<file path="src/rtl/lbm_rng_pkg.sv">
// ============================================================================
// Module   : lbm_rng_pkg
// Purpose  : Shared constants, FSM type and next-state function for the
//            25-bit LBM random-number LFSR source.
// Revision : 1.0 - initial release
// ============================================================================
`default_nettype none

package lbm_rng_pkg;

    localparam int LFSR_W = 25;
    localparam int TAP_HI = 24;
    localparam int TAP_LO = 21;

    localparam logic [LFSR_W-1:0] C_DEFAULT_SEED = 25'h1ACE5ED;

    typedef enum logic [1:0] {
        ST_IDLE  = 2'd0,
        ST_PRIME = 2'd1,
        ST_RUN   = 2'd2
    } lfsr_fsm_e;

    // Fibonacci step for x^25 + x^22 + 1: shift left, feedback into bit 0.
    function automatic logic [LFSR_W-1:0] lfsr_next(input logic [LFSR_W-1:0] s);
        return {s[LFSR_W-2:0], s[TAP_HI] ^ s[TAP_LO]};
    endfunction

endpackage

`default_nettype wire

</file>
<file path="src/rtl/lfsr25_gen_if.sv">
// ============================================================================
// Module   : lfsr25_gen_if
// Purpose  : Valid/ready word port from the LFSR source to the scrambler.
// Revision : 1.0 - initial release
// ============================================================================
`default_nettype none

interface lfsr25_gen_if;
    import lbm_rng_pkg::*;

    logic signed [LFSR_W-1:0] out_data;
    logic                     out_valid;
    logic                     out_ready;

    modport master (
        output out_data,
        output out_valid,
        input  out_ready
    );

    modport slave (
        input  out_data,
        input  out_valid,
        output out_ready
    );

endinterface

`default_nettype wire

</file>
<file path="src/rtl/lfsr25_gen.sv">
// ============================================================================
// Module   : lfsr25_gen
// Purpose  : Maximal-length 25-bit Fibonacci LFSR word source with seeding,
//            enable, accepted-word counter and all-zero lockup recovery.
// Revision : 1.0 - initial release
// ============================================================================
`default_nettype none

module lfsr25_gen
    import lbm_rng_pkg::*;
#(
    parameter logic [LFSR_W-1:0] DEFAULT_SEED = C_DEFAULT_SEED,
    parameter int                CNT_W        = 32
) (
    input  wire logic              Clk,
    input  wire logic              Reset,
    input  wire logic              enable,
    input  wire logic              seed_load,
    input  wire logic [LFSR_W-1:0] seed_in,
    lfsr25_gen_if.master           out_if,
    output logic [CNT_W-1:0]       word_count,
    output logic                   lockup_err
);

    logic [LFSR_W-1:0] r_state;
    logic [LFSR_W-1:0] r_out_data;
    logic              r_out_valid;
    lfsr_fsm_e         r_fsm;
    logic [CNT_W-1:0]  r_word_count;
    logic              r_lockup_err;

    logic w_xfer;
    logic w_lockup;

    assign w_xfer   = r_out_valid & out_if.out_ready;
    assign w_lockup = (r_fsm != ST_IDLE) && (r_state == '0);

    always_ff @(posedge Clk) begin
        if (Reset) begin
            r_state      <= DEFAULT_SEED;
            r_out_data   <= '0;
            r_out_valid  <= 1'b0;
            r_fsm        <= ST_IDLE;
            r_word_count <= '0;
            r_lockup_err <= 1'b0;
        end else if (seed_load) begin
            // A pending word is dropped here even if it is being accepted.
            r_state      <= (seed_in == '0) ? DEFAULT_SEED : seed_in;
            r_out_valid  <= 1'b0;
            r_word_count <= '0;
            r_lockup_err <= 1'b0;
            r_fsm        <= ST_PRIME;
        end else if (w_lockup) begin
            r_state      <= DEFAULT_SEED;
            r_lockup_err <= 1'b1;
        end else begin
            case (r_fsm)
                ST_IDLE: begin
                    r_out_valid <= 1'b0;
                    if (enable) begin
                        r_fsm <= ST_PRIME;
                    end
                end
                ST_PRIME: begin
                    r_out_data  <= r_state;
                    r_state     <= lfsr_next(r_state);
                    r_out_valid <= 1'b1;
                    r_fsm       <= ST_RUN;
                end
                ST_RUN: begin
                    // Without a transfer the presented word is held unchanged.
                    if (w_xfer) begin
                        r_word_count <= r_word_count + 1'b1;
                        if (enable) begin
                            r_out_data <= r_state;
                            r_state    <= lfsr_next(r_state);
                        end else begin
                            r_out_valid <= 1'b0;
                            r_fsm       <= ST_IDLE;
                        end
                    end
                end
                default: begin
                    r_out_valid <= 1'b0;
                    r_fsm       <= ST_IDLE;
                end
            endcase
        end
    end

    assign out_if.out_data  = $signed(r_out_data);
    assign out_if.out_valid = r_out_valid;
    assign word_count       = r_word_count;
    assign lockup_err       = r_lockup_err;

endmodule

`default_nettype wire

</file>
<file path="src/flat_wrapper.sv">
// flat-port wrapper written by rule: the top's interface ports become plain ports
module lfsr25_gen_flat import lbm_rng_pkg::*;
#(
    parameter logic [LFSR_W-1:0] DEFAULT_SEED = C_DEFAULT_SEED,
    parameter int                CNT_W        = 32
)
  (Clk, Reset, enable, seed_load, seed_in, word_count, lockup_err, out_if_out_data, out_if_out_valid, out_if_out_ready);
  lfsr25_gen_if out_if_i ();
  input  wire logic Clk;
  input  wire logic Reset;
  input  wire logic enable;
  input  wire logic seed_load;
  input  wire logic [LFSR_W-1:0] seed_in;
  output logic [CNT_W-1:0] word_count;
  output logic lockup_err;
  output wire logic [$bits(out_if_i.out_data)-1:0] out_if_out_data;
  output wire logic [$bits(out_if_i.out_valid)-1:0] out_if_out_valid;
  input wire logic [$bits(out_if_i.out_ready)-1:0] out_if_out_ready;
  assign out_if_out_data = out_if_i.out_data;
  assign out_if_out_valid = out_if_i.out_valid;
  assign out_if_i.out_ready = out_if_out_ready;
  lfsr25_gen #(.DEFAULT_SEED(DEFAULT_SEED), .CNT_W(CNT_W)) u_core (.Clk(Clk), .Reset(Reset), .enable(enable), .seed_load(seed_load), .seed_in(seed_in), .out_if(out_if_i), .word_count(word_count), .lockup_err(lockup_err));
endmodule
</file>
<file path="config.mk">
export PLATFORM = sky130hd
export DESIGN_NAME = lfsr25_gen_flat
export DESIGN_NICKNAME = d
export VERILOG_FILES = /design/src/rtl/lbm_rng_pkg.sv /design/src/rtl/lfsr25_gen_if.sv /design/src/rtl/lfsr25_gen.sv /design/src/flat_wrapper.sv
export SDC_FILE = /design/constraint.sdc
export NUM_CORES = 1
export LEC_CHECK = 0
export BUFFER_PORTS_ARGS = -buffer_cell sky130_fd_sc_hd__buf_2
export CORE_MARGIN = 2
export CORE_UTILIZATION = 35
export DETAILED_ROUTE_END_ITERATION = 12
export GPL_ROUTABILITY_DRIVEN = 0
export PLACE_DENSITY = 0.66
export SETUP_SLACK_MARGIN = 0.2
export SYNTH_ARGS = -nofsm -noshare
export SYNTH_HDL_FRONTEND = slang
export SYNTH_SLANG_ARGS = --single-unit
</file>
<file path="constraint.sdc">
create_clock -name Clk -period 2.1 [get_ports Clk]
set_input_delay 0.42 -clock Clk [delete_from_list [all_inputs] [get_ports Clk]]
set_output_delay 0.42 -clock Clk [all_outputs]
set_load 0.03 [all_outputs]
</file>
==> results of run 1 <==
-- final cells by class --
cell class / count / area share
Multi-Input combinational cell: 318 / 0.418
Sequential cell: 86 / 0.313
Timing Repair Buffer: 143 / 0.177
Inverter: 6 / 0.00404
Clock inverter: 6 / 0.0124
Tap cell: 143 / 0.0321
Clock buffer: 10 / 0.0429
-- worst paths after layout --
path                                    from                              end  slack [ns]  cells past startpoint
max          u_core.r_state[14]$_SDFFE_PP1P_   u_core.r_state[1]$_SDFFE_PP0P_        0.16                      7
min                              seed_in[14]  u_core.r_state[14]$_SDFFE_PP1P_        0.40                      3
max reg2reg  u_core.r_state[14]$_SDFFE_PP1P_   u_core.r_state[1]$_SDFFE_PP0P_        0.16                      7
min reg2reg   u_core.lockup_err$_SDFFE_PP0P_   u_core.lockup_err$_SDFFE_PP0P_        0.48                      2
-- registers in the layout, summed over array words and instances, names as in the netlist --
register / count
u_core.lockup_err: 1
u_core.out_if.out_data: 25
u_core.out_if.out_valid: 1
u_core.r_fsm: 2
u_core.r_state: 25
u_core.word_count: 32
-- critical path, cell delays in order, from the launching register on --
cell      delay [ns]
dfxtp_4         0.35
nor4_4          0.33
buf_4           0.18
nand4_1         0.16
o21ai_4         0.32
buf_6           0.17
a21oi_1         0.06
a311oi_1        0.27
-- routing by layer --
metal / GRT usage / vias up / wire length (um)
li1: - / 1910 / -
met1: 0.242 / 1936 / 5050
met2: 0.307 / 169 / 5980
met3: 0.0432 / 18 / 966
met4: 0.0708 / 0 / 205
met5: 0 / - / 0
-- cells in the mapped netlist, types with 2 or more instances --
cell       instances  share of area
a2111oi_0          3         0.0065
a211oi_1           2         0.0037
a21oi_1           25          0.031
a311oi_1          10          0.022
and3_1             5         0.0078
and4_1             6          0.013
buf_2              6         0.0075
buf_4              2         0.0037
buf_6              5          0.014
clkbuf_1          15          0.014
dfxtp_1           86           0.43
ha_1               4          0.012
inv_1              6         0.0056
mux2i_1           37          0.092
nand2_1           18          0.017
nand2b_1           2         0.0031
nand3_1           14          0.017
nand4_1            7          0.011
nor2_1            48          0.045
nor3_1             4         0.0050
nor4_1             5         0.0078
nor4_2             5          0.016
o2111ai_1          5          0.011
o211ai_1          23          0.043
o21ai_0           15          0.019
o21ai_1           16          0.020
o21ai_4            2         0.0081
o22ai_1           16          0.025
o31ai_1            2         0.0037
or2_1              2         0.0031
or3_1             11          0.017
or4_1              8          0.015
xnor2_1            5          0.011
xor2_1             8          0.017
-- through the flow --
step / setup TNS (ns) / hold slack, ns
finish: 0 / 0.399
global route: 0 / 0.402
CTS: 0 / 0.391
detailed placement: -0.136 / 0.479
global placement: 0 / 0.461
floorplan: 0 / 0.500
-- where the power goes --
| part | total, mW | internal, mW | switching [mW] |
|---|---|---|---|
| Clock | 1.64 | 0.960 | 0.679 |
| Sequential | 1.84 | 1.73 | 0.112 |
| Combinational | 0.617 | 0.278 | 0.339 |
| Total | 4.10 | 2.97 | 1.13 |
-- cells by family after synthesis --
logic type / synth area share
buf+inv: 0.0449
simple gates: 0.184
mux: 0.0923
fa+ha+maj: 0.0125
xor+xnor: 0.0284
flops: 0.429
compound gates: 0.209
-- repair_timing --
item / in CTS / in global routing
resized for setup: 27 / 50
pin swaps: 6 / 19
cloned: 2 / 3
hold endpoints to repair: 0 / 0
endpoints found under the setup margin: 70 / 81
buffers inserted: 5 / 19
==> summary.md, run 1 <==
| Metric | Value |
|---|---|
| Starting Density | 0.355 |
| Final Cell Area | 5570 um^2 |
| Die X | 111 um |
| Clock Latency Late Sink | 0.35 ns |
| Hold_buf cts | 0 |
| Run status | finished clean |
| Antenna cells | 0 |
| Yosys cell types | 44 |
| Net Count, Synth | 472 |
| Hold Crit Class | in -> reg |
| Fin worst setup slack | 0.162 ns |
| Worst rel slew slack | 0.630 |
| CP Max Fanout | 6 |
| Commonest non-fill, non-tap cells in the layout | buf_2 (90), dfxtp_1 (73), nor2_1 (46), mux2i_1 (37), buf_4 (35) |
| IO Pins | 89 |
| Final min period | 1.94 ns |
| P_leak | 2.32 nW |
| DR vias | 4033 |
| Sequential area share after synthesis | 0.429 |
| WL final | 12.2 mm |
| #FFs+latches synth | 86 |
| CTS tree | yes |
| Pwr Total | 4.10 mW |
| Util after Layout | 0.492 |
| Ys Warns | 0 |
| Fillers | 1055 |
| First-pass GRT wire length | 18.9 mm |
| Fin. Hold Viols | 0 |
| Initial antenna violation count | 0 |
| Die Ht | 111 um |
| Antenna Nets Post-Route | 0 |
| Post-synth EDFFs | 0 |
| Slew Viols, Final | 0 |
| Pre-CTS WS | -0.0342 ns |
| Port Buf Inserts | 88 |
| Area of the multi-input gates | 2330 um^2 |
| Power Density | 736 nW/um^2 |
| Crit end category | register |
| Clock sinks | 86 |
| Avg Inst Size Synth | 9.16 um^2 |
| Clk slew on worst S/H paths | 0.07 ns |
| Mapped cell area | 4010 um^2 |
| Max cap viols | 0 |
| TritonCTS Buffers | 9 |
| Post-DP HPWL | 7.86 mm |
| DR WL/cell | 17.1 um |
| Most common cell after layout, fill and taps aside | buf_2 |
| Via count of the first global-routing pass | 3740 |
| Seq. cell area | 1750 um^2 |
| Async SR Flop Fraction | 0 |
| Area delta synth->final | 38.8% |
| Remaining global-route overflow | 0 |
| Vias per cell | 5.66 |
| DRT iter0 DRCs | 266 |
| Drt drc | 0 |
| Worst slew pin tran | 0.554 ns |
| Unrepaired setup endpoints after global routing | yes |
| Placed Instance Area | 4700 um^2 |
| Total Nets Final | 598 |
| Final cell count without fillers | 712 |
| Drt pass-1 iters | 4 |
| Ys flop type | dfxtp_1 |
| Fmax | 516 MHz |
| Final critical-path share of the clock period | 0.923 |
| H-tree depth | 3 |
| Post-synthesis cell count | 438 |
| Setup crit start kind | register |
| WP data arrival | 2.18 ns |
| CP Class | reg -> reg |
| GRT Overall Usage | 0.187 |
| Core Box Area | 11300 um^2 |
| CTS Root Cell | clkbuf_16 |
| Largest net degree at the start of global routing | 38 |
| Max Root-Sink Buffers | 2 |
| Cell row count | 39 |
| Placed cell count | 667 |
| Peak supply drop | 494 uV |
| Die Area | 12300 um^2 |
| Worst Skew | 0.0126 ns |
| Finish-stage setup viols | 0 |
| Share of layout cells above drive strength 1 | 0.362 |
| Worst Path Required | 2.34 ns |
Note: power is estimated with default switching activity, not from simulation.
==> run 2: changes to the inputs <==
--- a/config.mk
+++ b/config.mk
@@ -5,12 +5,13 @@
 export SDC_FILE = /design/constraint.sdc
 export NUM_CORES = 1
 export LEC_CHECK = 0
+export ABC_AREA = 1
 export BUFFER_PORTS_ARGS = -buffer_cell sky130_fd_sc_hd__buf_2
 export CORE_MARGIN = 2
 export CORE_UTILIZATION = 35
 export DETAILED_ROUTE_END_ITERATION = 12
 export GPL_ROUTABILITY_DRIVEN = 0
-export PLACE_DENSITY = 0.66
+export PLACE_DENSITY = 0.64
 export SETUP_SLACK_MARGIN = 0.2
 export SYNTH_ARGS = -nofsm -noshare
 export SYNTH_HDL_FRONTEND = slang
==> run 2 against run 1 <==
- sequential share of layout area is 1.6 points lower
- sequential power hardly changed
- largest cell class unchanged
- global-route usage shrank 0.32 points
- first-iteration DRC count increased by 49%
- routed wire length increased by 10%
- highest routed layer unchanged
- worst setup slack better by 0.14 ns
- cell area increased by 4.0%
- synthesized area is 22% higher
==> summary.md, run 2 <==
| Metric | Value |
|---|---|
| Max reg flops | 32 (unchanged) |
| TritonCTS Buffers | 9 (unchanged) |
| Async SR Flop Fraction | 0 (unchanged) |
| Setup crit start kind | register (unchanged) |
| Hold Crit Class | in -> reg (unchanged) |
| Peak supply drop | 409 uV (was 494 uV) |
| Die Area | 14900 um^2 (was 12300 um^2) |
| Util after Layout | 0.421 (was 0.492) |
| CP Max Fanout | 24 (was 6) |
| DR vias | 5066 (was 4033) |
| Port Buf Inserts | 88 (unchanged) |
| H-tree depth | 3 (unchanged) |
| Run status | finished clean (unchanged) |
| Most frequent cells after synthesis | nand2_1 (295), nor2_1 (161), dfxtp_1 (86) (was dfxtp_1 (86), nor2_1 (48), mux2i_1 (37)) |
| Fillers | 1537 (was 1055) |
| Fmax | 556 MHz (was 516 MHz) |
| Remaining global-route overflow | 0 (unchanged) |
| Net Count, Synth | 849 (was 472) |
| Final min period | 1.80 ns (was 1.94 ns) |
| Die X | 122 um (was 111 um) |
| Final critical-path share of the clock period | 0.856 (was 0.923) |
| Share of layout cells above drive strength 1 | 0.154 (was 0.362) |
| Antenna Nets Post-Route | 0 (unchanged) |
| CTS tree | yes (unchanged) |
| First-pass GRT wire length | 21.6 mm (was 18.9 mm) |
| Clock Latency Late Sink | 0.35 ns (about the same) |
| IO Pins | 89 (unchanged) |
| Cell row count | 43 (was 39) |
| Power Density | 717 nW/um^2 (was 736 nW/um^2) |
| Worst Path Required | 2.39 ns (was 2.34 ns) |
| Max Root-Sink Buffers | 2 (unchanged) |
| Worst rel slew slack | 0.321 (was 0.630) |
| Mapped cell area | 4880 um^2 (was 4010 um^2) |
| CTS Root Cell | clkbuf_16 (unchanged) |
| Seq. cell area | 1720 um^2 (was 1750 um^2) |
| Max incr delay on CP | 0.31 ns (was 0.35 ns) |
| Drt drc | 0 (unchanged) |
| Fin Setup TNS | 0 ns (unchanged) |
| Crit end category | register (unchanged) |
| Ys Warns | 0 (unchanged) |
| Core Box Area | 13800 um^2 (was 11300 um^2) |
| Drt pass-1 iters | 5 (was 4) |
| GRT Overall Usage | 0.184 (was 0.187) |
| Crit path from | u_core.r_state[16]$_SDFFE_PP0P_ (was u_core.r_state[14]$_SDFFE_PP1P_) |
| Yosys cell types | 28 (was 44) |
| Post-DP HPWL | 9.72 mm (was 7.86 mm) |
| DRT iter0 DRCs | 396 (was 266) |
| Commonest non-fill, non-tap cells in the layout | nand2_1 (295), nor2_1 (159), buf_2 (88), dfxtp_1 (86), nand3_1 (71) (was buf_2 (90), dfxtp_1 (73), nor2_1 (46), mux2i_1 (37), buf_4 (35)) |
| Max cap viols | 0 (unchanged) |
| Hold path start | Reset (was seed_in[14]) |
| Worst slew pin tran | 1.02 ns (was 0.554 ns) |
| Ys flop type | dfxtp_1 (unchanged) |
| Crit-path cells | inv_1 > nand2_1 > nor2_1 > nand3_1 > nor2_2 > nand2_1 > nand2_1 > nand2_4 > inv_8 > nor2_1 > nor2_1 (was nor4_4 > buf_4 > nand4_1 > o21ai_4 > buf_6 > a21oi_1 > a311oi_1) |
| Pwr Total | 4.15 mW (was 4.10 mW) |
| Most frequent cell after synthesis | nand2_1 (was dfxtp_1) |
| Fin. Hold Viols | 0 (unchanged) |
| Avg Inst Size Synth | 5.99 um^2 (was 9.16 um^2) |
| Clock sinks | 86 (unchanged) |
| Die Ht | 122 um (was 111 um) |
| Finish-stage setup viols | 0 (unchanged) |
| Total Nets Final | 927 (was 598) |
| Post-synth EDFFs | 0 (unchanged) |
| Top delay family on crit path | simple AND/OR/NAND/NOR gates (was compound AO/OA/AOI/OAI gates) |
| CP Class | reg -> reg (unchanged) |
| WL final | 13.5 mm (was 12.2 mm) |
| Most common cell after layout, fill and taps aside | nand2_1 (was buf_2) |
| Area of the multi-input gates | 2730 um^2 (was 2330 um^2) |
| Clk slew on worst S/H paths | 0.07 ns (about the same) |
| Unrepaired setup endpoints after global routing | no (was yes) |
| Slew Viols, Final | 0 (unchanged) |
| P_leak | 2.74 nW (was 2.32 nW) |
| Antenna cells | 0 (unchanged) |
| Launch point of the worst reg-to-reg path | u_core.r_state[16]$_SDFFE_PP0P_ (was u_core.r_state[14]$_SDFFE_PP1P_) |
| Post-synthesis cell count | 815 (was 438) |
| WP data arrival | 2.09 ns (was 2.18 ns) |
| WP buf/inv | 2 (unchanged) |
| DR WL/cell | 12.5 um (was 17.1 um) |
| Via count of the first global-routing pass | 4342 (was 3740) |
| Starting Density | 0.354 (was 0.355) |
| Area delta synth->final | 18.8% (was 38.8%) |
| Largest cells by area after synthesis | dfxtp_1 (35%), nand2_1 (23%), nor2_1 (12%), nand3_1 (7.3%), inv_1 (4.5%) (was dfxtp_1 (43%), mux2i_1 (9.2%), nor2_1 (4.5%), o211ai_1 (4.3%), a21oi_1 (3.1%)) |
| Cell taking the most area after synthesis | dfxtp_1 (unchanged) |
| Initial antenna violation count | 0 (unchanged) |
| #FFs+latches synth | 86 (unchanged) |
| Vias per cell | 4.70 (was 5.66) |
| Top cell type's share of synthesized area | 0.353 (was 0.429) |
| Worst Skew | 0.00835 ns (was 0.0126 ns) |
| Largest net degree at the start of global routing | 51 (was 38) |
| Sequential area share after synthesis | 0.353 (was 0.429) |
| CP max stage cell | dfxtp_1 (was dfxtp_4) |
## run 2: cell count changes after synthesis, sizes merged, moves of 17 or more
cell	change
o21ai	-27
o211ai	-23
a21oi	+17
mux2i	-37
nand3	+59
nand2	+277
nor2	+115
inv	+63
## run 2: area by class of cell
cell class / count / area share
timing repair buffer: 103 / 0.0997
clock inverter: 6 / 0.00799
tap: 180 / 0.0389
inverter: 70 / 0.0466
clock buffer: 10 / 0.0395
sequential: 86 / 0.297
multi-input combinational: 623 / 0.470
## run 2: worst paths after layout
kind,endpoint,slack [ns],depth (start not counted)
min,u_core.r_fsm[0]$_SDFFE_PP0P_,0.27,2
min reg2reg,u_core.lockup_err$_SDFFE_PP0P_,0.45,2
max reg2reg,u_core.r_state[16]$_SDFFE_PP0P_,0.30,11
max,u_core.r_state[16]$_SDFFE_PP0P_,0.30,11
## run 2: per-stage QoR
stage                     cells  setup slack, ns  instance area (um^2)  hold slack, ns
after floorplan             815            0.304                  4880           0.439
after global placement     1062            0.348                  5520           0.440
after global routing       1078            0.209                  5800           0.284
after CTS                  1078            0.308                  5790           0.267
final                      1078            0.303                  5800           0.270
after detailed placement   1062            0.313                  5520           0.445
## run 2: where the power goes
group / internal, mW / switching [mW]
combinational: 0.260 / 0.535
sequential: 1.76 / 0.0867
clock: 0.808 / 0.707
## run 2: layer usage
| layer | up-vias | track usage | part of all wire |
|---|---|---|---|
| li1 | 2669 | - | - |
| met1 | 2243 | 0.254 | 0.49 |
| met2 | 133 | 0.280 | 0.44 |
| met3 | 21 | 0.0323 | 0.050 |
| met4 | 0 | 0.0819 | 0.024 |
| met5 | - | 0 | 0 |
## run 2: worst register-to-register path: cells and delay by family (launching register included)
family	cells	cell delay [ns]
flip-flops	1	0.31
AND/OR/NAND/NOR	9	1.11
buffers and inverters	2	0.31
## run 2: cells by family after synthesis
| logic type | Yosys count | synth area share |
|---|---|---|
| adder cells (fa/ha/maj) | 4 | 0.0103 |
| buffers and inverters | 106 | 0.0918 |
| XOR/XNOR | 24 | 0.0431 |
| AND/OR/NAND/NOR | 543 | 0.447 |
| AO/OA/AOI/OAI | 52 | 0.0549 |
| flip-flops | 86 | 0.353 |
## run 2: what timing repair did
item | in CTS | in global routing
endpoints found under the setup margin | 0 | 25
endpoints found under the hold margin | 0 | 0
hold buffers | 0 | 0
buffers inserted | 0 | 0
resized for setup | 0 | 2
